## config.mk

```make
export PLATFORM = sky130hd
export DESIGN_NAME = return_stack_flat
export DESIGN_NICKNAME = d
export VERILOG_FILES = /design/src/rtl/return_stack_pkg.sv /design/src/rtl/return_stack_if.sv /design/src/rtl/return_stack_stack_ptr.sv /design/src/rtl/return_stack.sv /design/src/flat_wrapper.sv
export SDC_FILE = /design/constraint.sdc
export NUM_CORES = 1
export LEC_CHECK = 0
export CAP_MARGIN = 40
export CORE_MARGIN = 5
export CORE_UTILIZATION = 53
export DETAILED_ROUTE_END_ITERATION = 8
export DONT_BUFFER_PORTS = 1
export PLACE_DENSITY = 0.68
export REMOVE_ABC_BUFFERS = 1
export SETUP_SLACK_MARGIN = 0.02
export SLEW_MARGIN = 0
export SYNTH_ARGS = -nofsm -noshare
export SYNTH_HDL_FRONTEND = slang
export SYNTH_SLANG_ARGS = --single-unit
```

## constraint.sdc

```tcl
create_clock -name clk -period 11.86 [get_ports clk]
set_clock_uncertainty 0.15 [all_clocks]
set_input_delay 1.779 -clock clk [delete_from_list [all_inputs] [get_ports clk]]
set_output_delay 1.779 -clock clk [all_outputs]
set_load 0.03 [all_outputs]
```

## src/rtl/return_stack_pkg.sv

```systemverilog
// Shared constants and helpers for the return-address stack.
// The fetch/PC-select logic reuses the defaults and the count-width helper.
package return_stack_pkg;

  localparam int RS_DEPTH_DEF = 8;
  localparam int RS_WIDTH_DEF = 16;

  // Width of a counter holding 0..depth inclusive
  function automatic int cnt_width(input int depth);
    return $clog2(depth) + 1;
  endfunction

  localparam int RS_CNT_W_DEF = cnt_width(RS_DEPTH_DEF);

  // Resolved operation for one clock edge
  typedef enum logic [2:0] {
    RS_OP_IDLE,
    RS_OP_PUSH,
    RS_OP_POP,
    RS_OP_REPLACE,
    RS_OP_DROP_PUSH,
    RS_OP_DROP_POP
  } rs_op_e;

  // Priority: push+pop on a non-empty stack replaces the top entry.
  // Push+pop on an empty stack degrades to a plain push.
  function automatic rs_op_e decode_op(input logic push, input logic pop,
                                       input logic full, input logic empty);
    if (push && pop && !empty) return RS_OP_REPLACE;
    if (push)                  return full  ? RS_OP_DROP_PUSH : RS_OP_PUSH;
    if (pop)                   return empty ? RS_OP_DROP_POP  : RS_OP_POP;
    return RS_OP_IDLE;
  endfunction

endpackage

```

## src/rtl/return_stack_if.sv

```systemverilog
// Request/response bundle of the return-address stack.
// master: the CALL/RET sequencer; slave: return_stack.
interface return_stack_if #(
  parameter int DEPTH = return_stack_pkg::RS_DEPTH_DEF,
  parameter int WIDTH = return_stack_pkg::RS_WIDTH_DEF
);
  import return_stack_pkg::*;

  localparam int CNT_W = cnt_width(DEPTH);

  logic             push;
  logic             pop;
  logic [WIDTH-1:0] push_data;
  logic [WIDTH-1:0] top_data;
  logic [CNT_W-1:0] count;
  logic             full;
  logic             empty;
  logic             err;

  modport master (
    output push, pop, push_data,
    input  top_data, count, full, empty, err
  );

  modport slave (
    input  push, pop, push_data,
    output top_data, count, full, empty, err
  );

endinterface

```

## src/rtl/return_stack_stack_ptr.sv

```systemverilog
// Stack pointer: up/down entry counter plus full/empty decode.
// Also resolves push/pop into one operation so storage and counter agree.
module stack_ptr
  import return_stack_pkg::*;
#(
  parameter  int DEPTH = RS_DEPTH_DEF,
  localparam int CNT_W = cnt_width(DEPTH)
) (
  input  logic             clk,
  input  logic             rst,
  input  logic             push,
  input  logic             pop,
  output logic [CNT_W-1:0] count,
  output logic             full,
  output logic             empty,
  output rs_op_e           op
);

  logic [CNT_W-1:0] count_q;
  logic [CNT_W-1:0] count_d;

  // Decode status from the stored count and resolve the requested operation
  always_comb begin
    full  = (count_q == CNT_W'(DEPTH));
    empty = (count_q == '0);
    op    = decode_op(push, pop, full, empty);
    count = count_q;
  end

  // Next count: only real pushes and pops move it; dropped requests hold it
  always_comb begin
    // NOTE: default first so every path assigns count_d and no latch is inferred.
    count_d = count_q;
    unique case (op)
      RS_OP_PUSH: count_d = count_q + CNT_W'(1);
      RS_OP_POP:  count_d = count_q - CNT_W'(1);
      default:    count_d = count_q;
    endcase
  end

  // Count register, cleared immediately by reset
  always_ff @(posedge clk or posedge rst) begin
    // NOTE: sequential state uses non-blocking assignment so all flops update together.
    if (rst) count_q <= '0;
    else     count_q <= count_d;
  end

endmodule

```

## src/rtl/return_stack.sv

```systemverilog
// Return-address stack for CALL/RET.
// Optional sticky misuse flag: define RETURN_STACK_ERR_EN to build the err
// register; otherwise err is tied low.
module return_stack
  import return_stack_pkg::*;
#(
  parameter int DEPTH = RS_DEPTH_DEF,
  parameter int WIDTH = RS_WIDTH_DEF
) (
  input  logic           clk,
  input  logic           rst,
  return_stack_if.slave  bus
);

  localparam int CNT_W = cnt_width(DEPTH);
  localparam int IDX_W = $clog2(DEPTH);

  logic [CNT_W-1:0] count;
  logic             full;
  logic             empty;
  rs_op_e           op;

  logic [WIDTH-1:0] mem_q [DEPTH];
  logic             wr_en;
  logic [IDX_W-1:0] wr_idx;
  logic [IDX_W-1:0] top_idx;
  logic [WIDTH-1:0] top_data;

  stack_ptr #(.DEPTH(DEPTH)) u_stack_ptr (
    .clk   (clk),
    .rst   (rst),
    .push  (bus.push),
    .pop   (bus.pop),
    .count (count),
    .full  (full),
    .empty (empty),
    .op    (op)
  );

  // Write address: next free slot on push, current top on replace
  always_comb begin
    wr_en   = 1'b0;
    wr_idx  = '0;
    top_idx = IDX_W'(count - CNT_W'(1));
    if (!rst) begin
      unique case (op)
        RS_OP_PUSH: begin
          wr_en  = 1'b1;
          wr_idx = count[IDX_W-1:0];
        end
        RS_OP_REPLACE: begin
          wr_en  = 1'b1;
          wr_idx = top_idx;
        end
        default: wr_en = 1'b0;
      endcase
    end
  end

  // Storage write; contents are unobservable while empty, so they are not reset
  always_ff @(posedge clk) begin
    // NOTE: memory arrays carry no reset so they map onto plain RAM/regfile cells.
    if (wr_en) mem_q[wr_idx] <= bus.push_data;
  end

  // Top-of-stack read, forced to zero when nothing is stored
  always_comb begin
    top_data = empty ? '0 : mem_q[top_idx];
  end

  assign bus.top_data = top_data;
  assign bus.count    = count;
  assign bus.full     = full;
  assign bus.empty    = empty;

`ifdef RETURN_STACK_ERR_EN
  logic err_q;
  logic err_d;

  // Sticky misuse flag: dropped push when full or dropped pop when empty
  always_comb begin
    err_d = err_q | (op == RS_OP_DROP_PUSH) | (op == RS_OP_DROP_POP);
  end

  // Error register, cleared only by reset
  always_ff @(posedge clk or posedge rst) begin
    if (rst) err_q <= 1'b0;
    else     err_q <= err_d;
  end

  assign bus.err = err_q;
`else
  assign bus.err = 1'b0;
`endif

endmodule

```

## src/flat_wrapper.sv

```systemverilog
// flat-port wrapper written by rule: the top's interface ports become plain ports
module return_stack_flat import return_stack_pkg::*;
#(
  parameter int DEPTH = RS_DEPTH_DEF,
  parameter int WIDTH = RS_WIDTH_DEF
)
  (clk, rst, bus_push, bus_pop, bus_push_data, bus_top_data, bus_count, bus_full, bus_empty, bus_err);
  return_stack_if #(.DEPTH(DEPTH), .WIDTH(WIDTH)) bus_i ();
  input  logic clk;
  input  logic rst;
  input wire logic [$bits(bus_i.push)-1:0] bus_push;
  input wire logic [$bits(bus_i.pop)-1:0] bus_pop;
  input wire logic [$bits(bus_i.push_data)-1:0] bus_push_data;
  output wire logic [$bits(bus_i.top_data)-1:0] bus_top_data;
  output wire logic [$bits(bus_i.count)-1:0] bus_count;
  output wire logic [$bits(bus_i.full)-1:0] bus_full;
  output wire logic [$bits(bus_i.empty)-1:0] bus_empty;
  output wire logic [$bits(bus_i.err)-1:0] bus_err;
  assign bus_i.push = bus_push;
  assign bus_i.pop = bus_pop;
  assign bus_i.push_data = bus_push_data;
  assign bus_top_data = bus_i.top_data;
  assign bus_count = bus_i.count;
  assign bus_full = bus_i.full;
  assign bus_empty = bus_i.empty;
  assign bus_err = bus_i.err;
  return_stack #(.DEPTH(DEPTH), .WIDTH(WIDTH)) u_core (.clk(clk), .rst(rst), .bus(bus_i));
endmodule
```

# After elaboration in Yosys (flattened, before gate mapping)
# Memories as Yosys holds them, arrays and structs flattened.
# Cells that the tools add are included.
# totals
regBits	4
ramBits	128
inputBits	20
output_inout_bits	23
elab_cells	36
mem_count	1
# mem_list
name	words	width	read_ports	rd_clocked_by_memory_dff	wr	line_no	text
u_core.mem_q	8	16	1	0	1	return_stack.sv:23	logic [WIDTH-1:0] mem_q [DEPTH];
# classes
add_sub_neg	2
eq_ne	4
n_mux	22
reduce_logical	6
# op_table
op	n
3-bit two-way mux	9
16-bit two-way mux	1
1-bit two-way mux	10
4-bit one-hot mux with 2 select lines	1
3-bit by 2-bit equality test with 1-bit output (second input constant)	2
3-bit one-hot mux with 2 select lines	1
4-bit by 1-bit adder with 4-bit output (second input constant)	1
4-bit equality test (second input constant)	1
4-bit logical NOT	1
4-bit by 1-bit subtractor with 4-bit output (second input constant)	1
3-bit by 1-bit equality test with 1-bit output (second input constant)	1
1-bit logical AND	2
2-bit nonzero test	1
2-bit OR reduction	1
1-bit logical NOT	1

# Longest topological paths before layout
# depth
word_depth	16
ltp_mapped	8
mapped_depth_nobuf	7

# Hierarchy
# A second synthesis with hierarchy kept.
# hier_totals
cells_unflattened	261
hier_area_um2	5442.7
# by_module_without_submodules
module	n_inst	cells_per_inst	area_each_um2	seq_area_each_um2
return_stack	1	215	5036.1	3843.7
stack_ptr	1	46	406.6	100.1

# Least setup slack after synthesis
# Ideal clock, no wire load.
# synth_timing
kind	input to register
start	input port bus_pop
end	memory u_core.mem_q[4][0] (netlist name), enable pin
setup_ns	0.436
t_arrival_ns	4.204
required_time_ns	11.274
path_slack_ns	7.070
cell_stages	5
path_buffers	1
cell_sequence	buf_2 > nand2_1 > nor3_1 > o21ai_0 > nor4b_1
# synth_between
elab_chain_cells	12
elab_cells_between_ends	19
cone_classes	2 x eq/ne; 14 x mux; 3 x reduce/logical
# synth_rtl
element	line_no	text
start, declared	flat_wrapper.sv:12	input wire logic [$bits(bus_i.pop)-1:0] bus_pop;
1-bit two-way mux (2 in a row)	return_stack_pkg.sv:31	if (pop) return empty ? RS_OP_DROP_POP : RS_OP_POP;
1-bit two-way mux	return_stack_pkg.sv:30	if (push) return full ? RS_OP_DROP_PUSH : RS_OP_PUSH;
3-bit two-way mux	return_stack_pkg.sv:32	return RS_OP_IDLE;
3-bit two-way mux	return_stack_pkg.sv:31	
3-bit two-way mux *	return_stack_pkg.sv:30	
3-bit by 1-bit equality test with 1-bit output / 3-bit by 2-bit equality test with 1-bit output (equally long branches)	return_stack.sv:46	unique case (op)
2-bit OR reduction (no line)	-	
1-bit two-way mux	return_stack.sv:46	
1-bit two-way mux	return_stack.sv:45	if (!rst) begin
1-bit two-way mux	return_stack.sv:63	if (wr_en) mem_q[wr_idx] <= bus.push_data;
1-bit two-way mux (not written as such)	return_stack.sv:63	
end, declared	return_stack.sv:23	
# Mark *: on every way between the ends. The rest lies on a longest branch, timed or not. The select of a mux whose other input is x is not followed.

# Worst setup path after layout
# layout_timing
start	register u_core.u_stack_ptr.count_q[0], in the netlist u_core.u_stack_ptr.count[0]
end	output port bus_top_data[6]
# layout_between
elab_chain_cells	3
elab_cells_between_ends	4
cone_classes	1 x add/sub; 1 x mux; 1 x reduce/logical; 1 x memory
# layout_rtl
element	line_no	text
start, declared	return_stack_stack_ptr.sv:19	logic [CNT_W-1:0] count_q;
start signal, assigned	return_stack_stack_ptr.sv:45	else count_q <= count_d;
4-bit by 1-bit subtractor with 4-bit output	return_stack.sv:44	top_idx = IDX_W'(count - CNT_W'(1));
memory read 8 x 16 bit	-	
16-bit two-way mux *	return_stack.sv:68	top_data = empty ? '0 : mem_q[top_idx];
end, declared	flat_wrapper.sv:14	output wire logic [$bits(bus_i.top_data)-1:0] bus_top_data;
# Mark *: on every way between the ends. The rest lies on a longest branch, timed or not.

==> results <==
- The run finished with clean final reports.
- Clock tree synthesis found a total of between 100 and 150 sinks.
- Once placement completed, the tool counted placed cells totaling around 420.
- The path depth of the worst reg2reg path is 9.
- The worst setup path is captured at an output pin.
- The post-DP HPWL is slightly above 6 mm.
- The first global-routing pass estimated 16.2 mm of wire.
- Entering global routing, the biggest net connects 43 pins.
- The worst hold path belongs to the class reg -> reg.
- Traced cell by cell, the critical path runs through buf_4 -> inv_1 -> ha_1 -> buf_4 -> mux4_2 -> nand2_1 -> a21oi_1.
- The worst path in the final design needs a cycle of 5750 ps, including I/O delays and setup.
- The total routed wirelength is between 10 and 15 mm.
- The number of antenna diodes in the final layout is 0.
- The number of iterations in the first detailed-routing pass is 4.
- The yosys synthesis warning count is 0.
- The actual slew at the worst max-slew pin is 863 ps.
- The minimum setup slack after placement is 6570 ps.
- TritonCTS built the clock tree.
- The areal power density over the cells is roughly 290 nW/um2.
- In this run the worst path has a maximum fanout of 42.
- The adder-cell area share of the yosys netlist is less than 1%.
- 43 I/O pins were placed.
- STA classifies the critical path startpoint as a flop.
- The via count of the first global-routing pass was 2,740.
- The number of clock buffers inserted by TritonCTS is 17.
- Setup slack on the worst reg-to-reg path comes out at ~7600 ps.
- Gates resized during post-CTS repair numbered 0.
- The count of endpoints failing setup in the final report is 0.
- The die is roughly 110 um tall.
- The leakage power is around 2.0 nW.
- The cell repeated most along the worst path is buf_4.
- The final antenna-violating net count is 0.
- The cell area after synthesis is around 5400 um2.
- The number of rows created at floorplan is 36.
- The finished cells cover roughly 6100 um2.
- Counting buffers and inverters, the worst setup path is 7 cells deep.
- The worst-case clock buffer depth is 2.
- The number of max-slew violations in the final report is 0.
- The final cycle utilization of the critical path is around half.
- The completed layout was analyzed and its total power is between 1.5 and 2 mW.
- The layout has between 700 and 800 filler cells.
- The root buffer cell chosen for the clock tree is clkbuf_8.
- Global routing finished with a remaining overflow of 0.
- The via density per instance is between 5 and 6.
- The timing-limited maximum frequency is ~170 MHz.
- For this block, the via count after detailed routing is 2,581.
- The worst path required time is around 9900 ps.
- The synthesized netlist devotes under 10% of its cell area to simple gates.
- After clock tree synthesis, the clock-pin slew on the worst setup and hold paths is around 60 ps.
- For this configuration, the core starts out at a cell density of a little over half.
- After detailed routing, the number of remaining DRC violations is 0.
- The buffer and inverter count on the worst path is 3.
- Sequential cells were found to cover roughly three quarters of the synthesized design area.
- The capture instance of the worst register-to-register path is u_core.mem_q[2][13].
- The later pin in the worst-skew pair is clocked with a latency of between 500 and 600 ps.
- Dividing the detail-routed wire length by the instance count gives between 20 and 25 um.
- The synthesized area per cell is around 19 um2.
- Buffers placed on the I/O ports in this run total 0.
- The final count of hold timing violations was 0.
- Setup repair after global routing left no endpoint under its margin.
- The data arrival time of the worst path is around 3800 ps.
- The highest-delay cell along the critical path is ha_1.
- The post-synthesis mux area share is 13.5%.
- After synthesis, the largest family of logic cells by area is multiplexers.
- The xor/xnor cell area share of the yosys netlist is less than 1%.
- The die is about 110 um wide.
- In this run, synthesis produced a sequential element count of between 100 and 150.
- For this block, the initial DRC count from the detailed router was ~140.
- The initial antenna violation count came to 0.
- The worst relative slew slack is 42.2%.
- After detailed placement, the total cell area comes to approximately 5600 um2.
- The H-tree depth is 4.
- The post-synthesis cell count is approximately 290.
- In this design, the stage delay of the slowest critical-path cell is approximately 700 ps.
- The minimum setup slack in the final design is approximately 6100 ps.
- In the final layout, the share of cells above drive strength 1 is a little under a quarter.
- In the final timing run, aggregate negative setup slack is 0 ps.
- The critical path starts at u_core.u_stack_ptr.count[0].
- After the last flow step, the layout net total stands at between 300 and 400.
- The floorplan step defined a die boundary enclosing 12,200 um2.
- Once the clock tree was built, the setup fixing pass inserted 0 buffers.
- Max-cap violations in this run came to 0.
- The count of cells in the finished layout, fillers not included, comes to about 440.
- The startpoint identified for the worst register-to-register timing path is u_core.u_stack_ptr.count[0].
- Grouping stages by cell kind, the critical path spends the most delay in buffers and inverters.
- The critical path in this run is classified as reg -> out.
- The cts-stage hold buffer count is 0.
- Synthesis instantiated 35 different standard cells from the library.
- The standard cell core area is 9820 um2.
- The termination of the worst setup path is bus_top_data[6].
- The post-synthesis to final-layout area growth is 14.1%.
- The overall track demand over capacity in global routing is 17.9%.
- IR analysis of the VDD net gives a maximum drop of approximately 0.23 mV.
- The final RePlAce weighted congestion is about 0.78.
- The area fraction in compound gates after synthesis is around 3.8%.
cell type report:
type                            instances  area, um2  share of cell area, %
Multi-Input combinational cell        133       1320                   21.7
Inverter                                5       18.8                  0.307
Sequential cell                       132       3950                   64.6
Timing Repair Buffer                   13        140                   2.29
Clock buffer                           21        429                   7.02
Clock inverter                          7       86.3                   1.41
Tap cell                              133        166                   2.72
metrics by stage:
step / hold WS [ps] / utilization (%)
finish: 638 / 62.2
global route: 682 / 62.2
CTS: 642 / 62.2
detailed placement: 635 / 57.0
global placement: 634 / 56.2
floorplan: 579 / -
how the worst min path moves through the flow:
stage	slack, ps	end	cells past startpoint	start
global route	680	u_core.u_stack_ptr.count[3]	1	u_core.u_stack_ptr.count[3]
global placement	630	u_core.u_stack_ptr.count[3]	1	u_core.u_stack_ptr.count[3]
finish	640	u_core.u_stack_ptr.count[3]	1	u_core.u_stack_ptr.count[3]
floorplan	580	u_core.u_stack_ptr.count[3]	1	u_core.u_stack_ptr.count[3]
CTS	640	u_core.u_stack_ptr.count[3]	1	u_core.u_stack_ptr.count[3]
detailed placement	630	u_core.u_stack_ptr.count[3]	1	u_core.u_stack_ptr.count[3]
synth_stat cells (all sizes together):
cell / count / area [um2]
nand2: 34 / 128
conb: 1 / 3.75
and2: 1 / 6.26
clkinv: 1 / 3.75
a211oi: 5 / 37.5
and3b: 3 / 26.3
xnor2: 4 / 35.0
nor3: 5 / 25.0
a21oi: 16 / 80.1
mux4: 32 / 721
and3: 3 / 18.8
nor2: 7 / 26.3
a32oi: 1 / 8.76
a31oi: 1 / 6.26
clkbuf: 5 / 18.8
edfxtp: 128 / 3840
or3b: 1 / 11.3
o21ai: 4 / 20.0
nor3b: 2 / 25.0
nor2b: 2 / 12.5
a22oi: 1 / 7.51
inv: 4 / 15.0
dfrtp: 4 / 100
ha: 3 / 37.5
buf: 10 / 62.6
o21bai: 1 / 7.51
nand2b: 1 / 6.26
a2111oi: 1 / 27.5
a211o: 1 / 8.76
nor4b: 1 / 8.76
xor2: 2 / 17.5
sequential cells by signal (all words and copies together), names as in the netlist:
| name | flops |
|---|---|
| u_core.u_stack_ptr.count | 4 |
| u_core.mem_q | 128 |
routing by layer:
metal	track usage, %	routed length, um	part of all wire [%]
met1	23.9	4380	43
met2	27.4	5000	49
met3	6.07	599	5.9
met4	6.65	160	1.6
met5	0	0	0
logic make-up after synthesis:
kind of cell	Yosys count
buffers and inverters	20
flip-flops	132
AO/OA/AOI/OAI	31
AND/OR/NAND/NOR	60
multiplexers	32
other	1
adder cells (fa/ha/maj)	3
XOR/XNOR	6
power by group:
part,total [mW],switching [mW],internal [mW]
Clock,0.462,0.171,0.292
Combinational,0.716,0.474,0.242
Sequential,0.597,0.0308,0.566
Total,1.78,0.675,1.10
cells in the final DEF, fill, tap and decap left out, types with 2 or more instances in the layout:
cell type	n
clkbuf_16	16
and3_1	3
buf_4	9
buf_8	3
mux4_2	32
nor3_1	4
a21oi_1	16
ha_1	3
and3b_1	3
nor2b_1	2
dfrtp_1	3
o21ai_0	2
xnor2_1	4
clkinv_1	3
xor2_1	2
inv_1	4
nor2_1	7
a211oi_1	5
o21ai_1	2
nand2_1	34
clkinv_2	2
clkbuf_1	4
nor3b_2	2
edfxtp_1	128
bufinv_16	2
(Power assumes the default switching activity.)
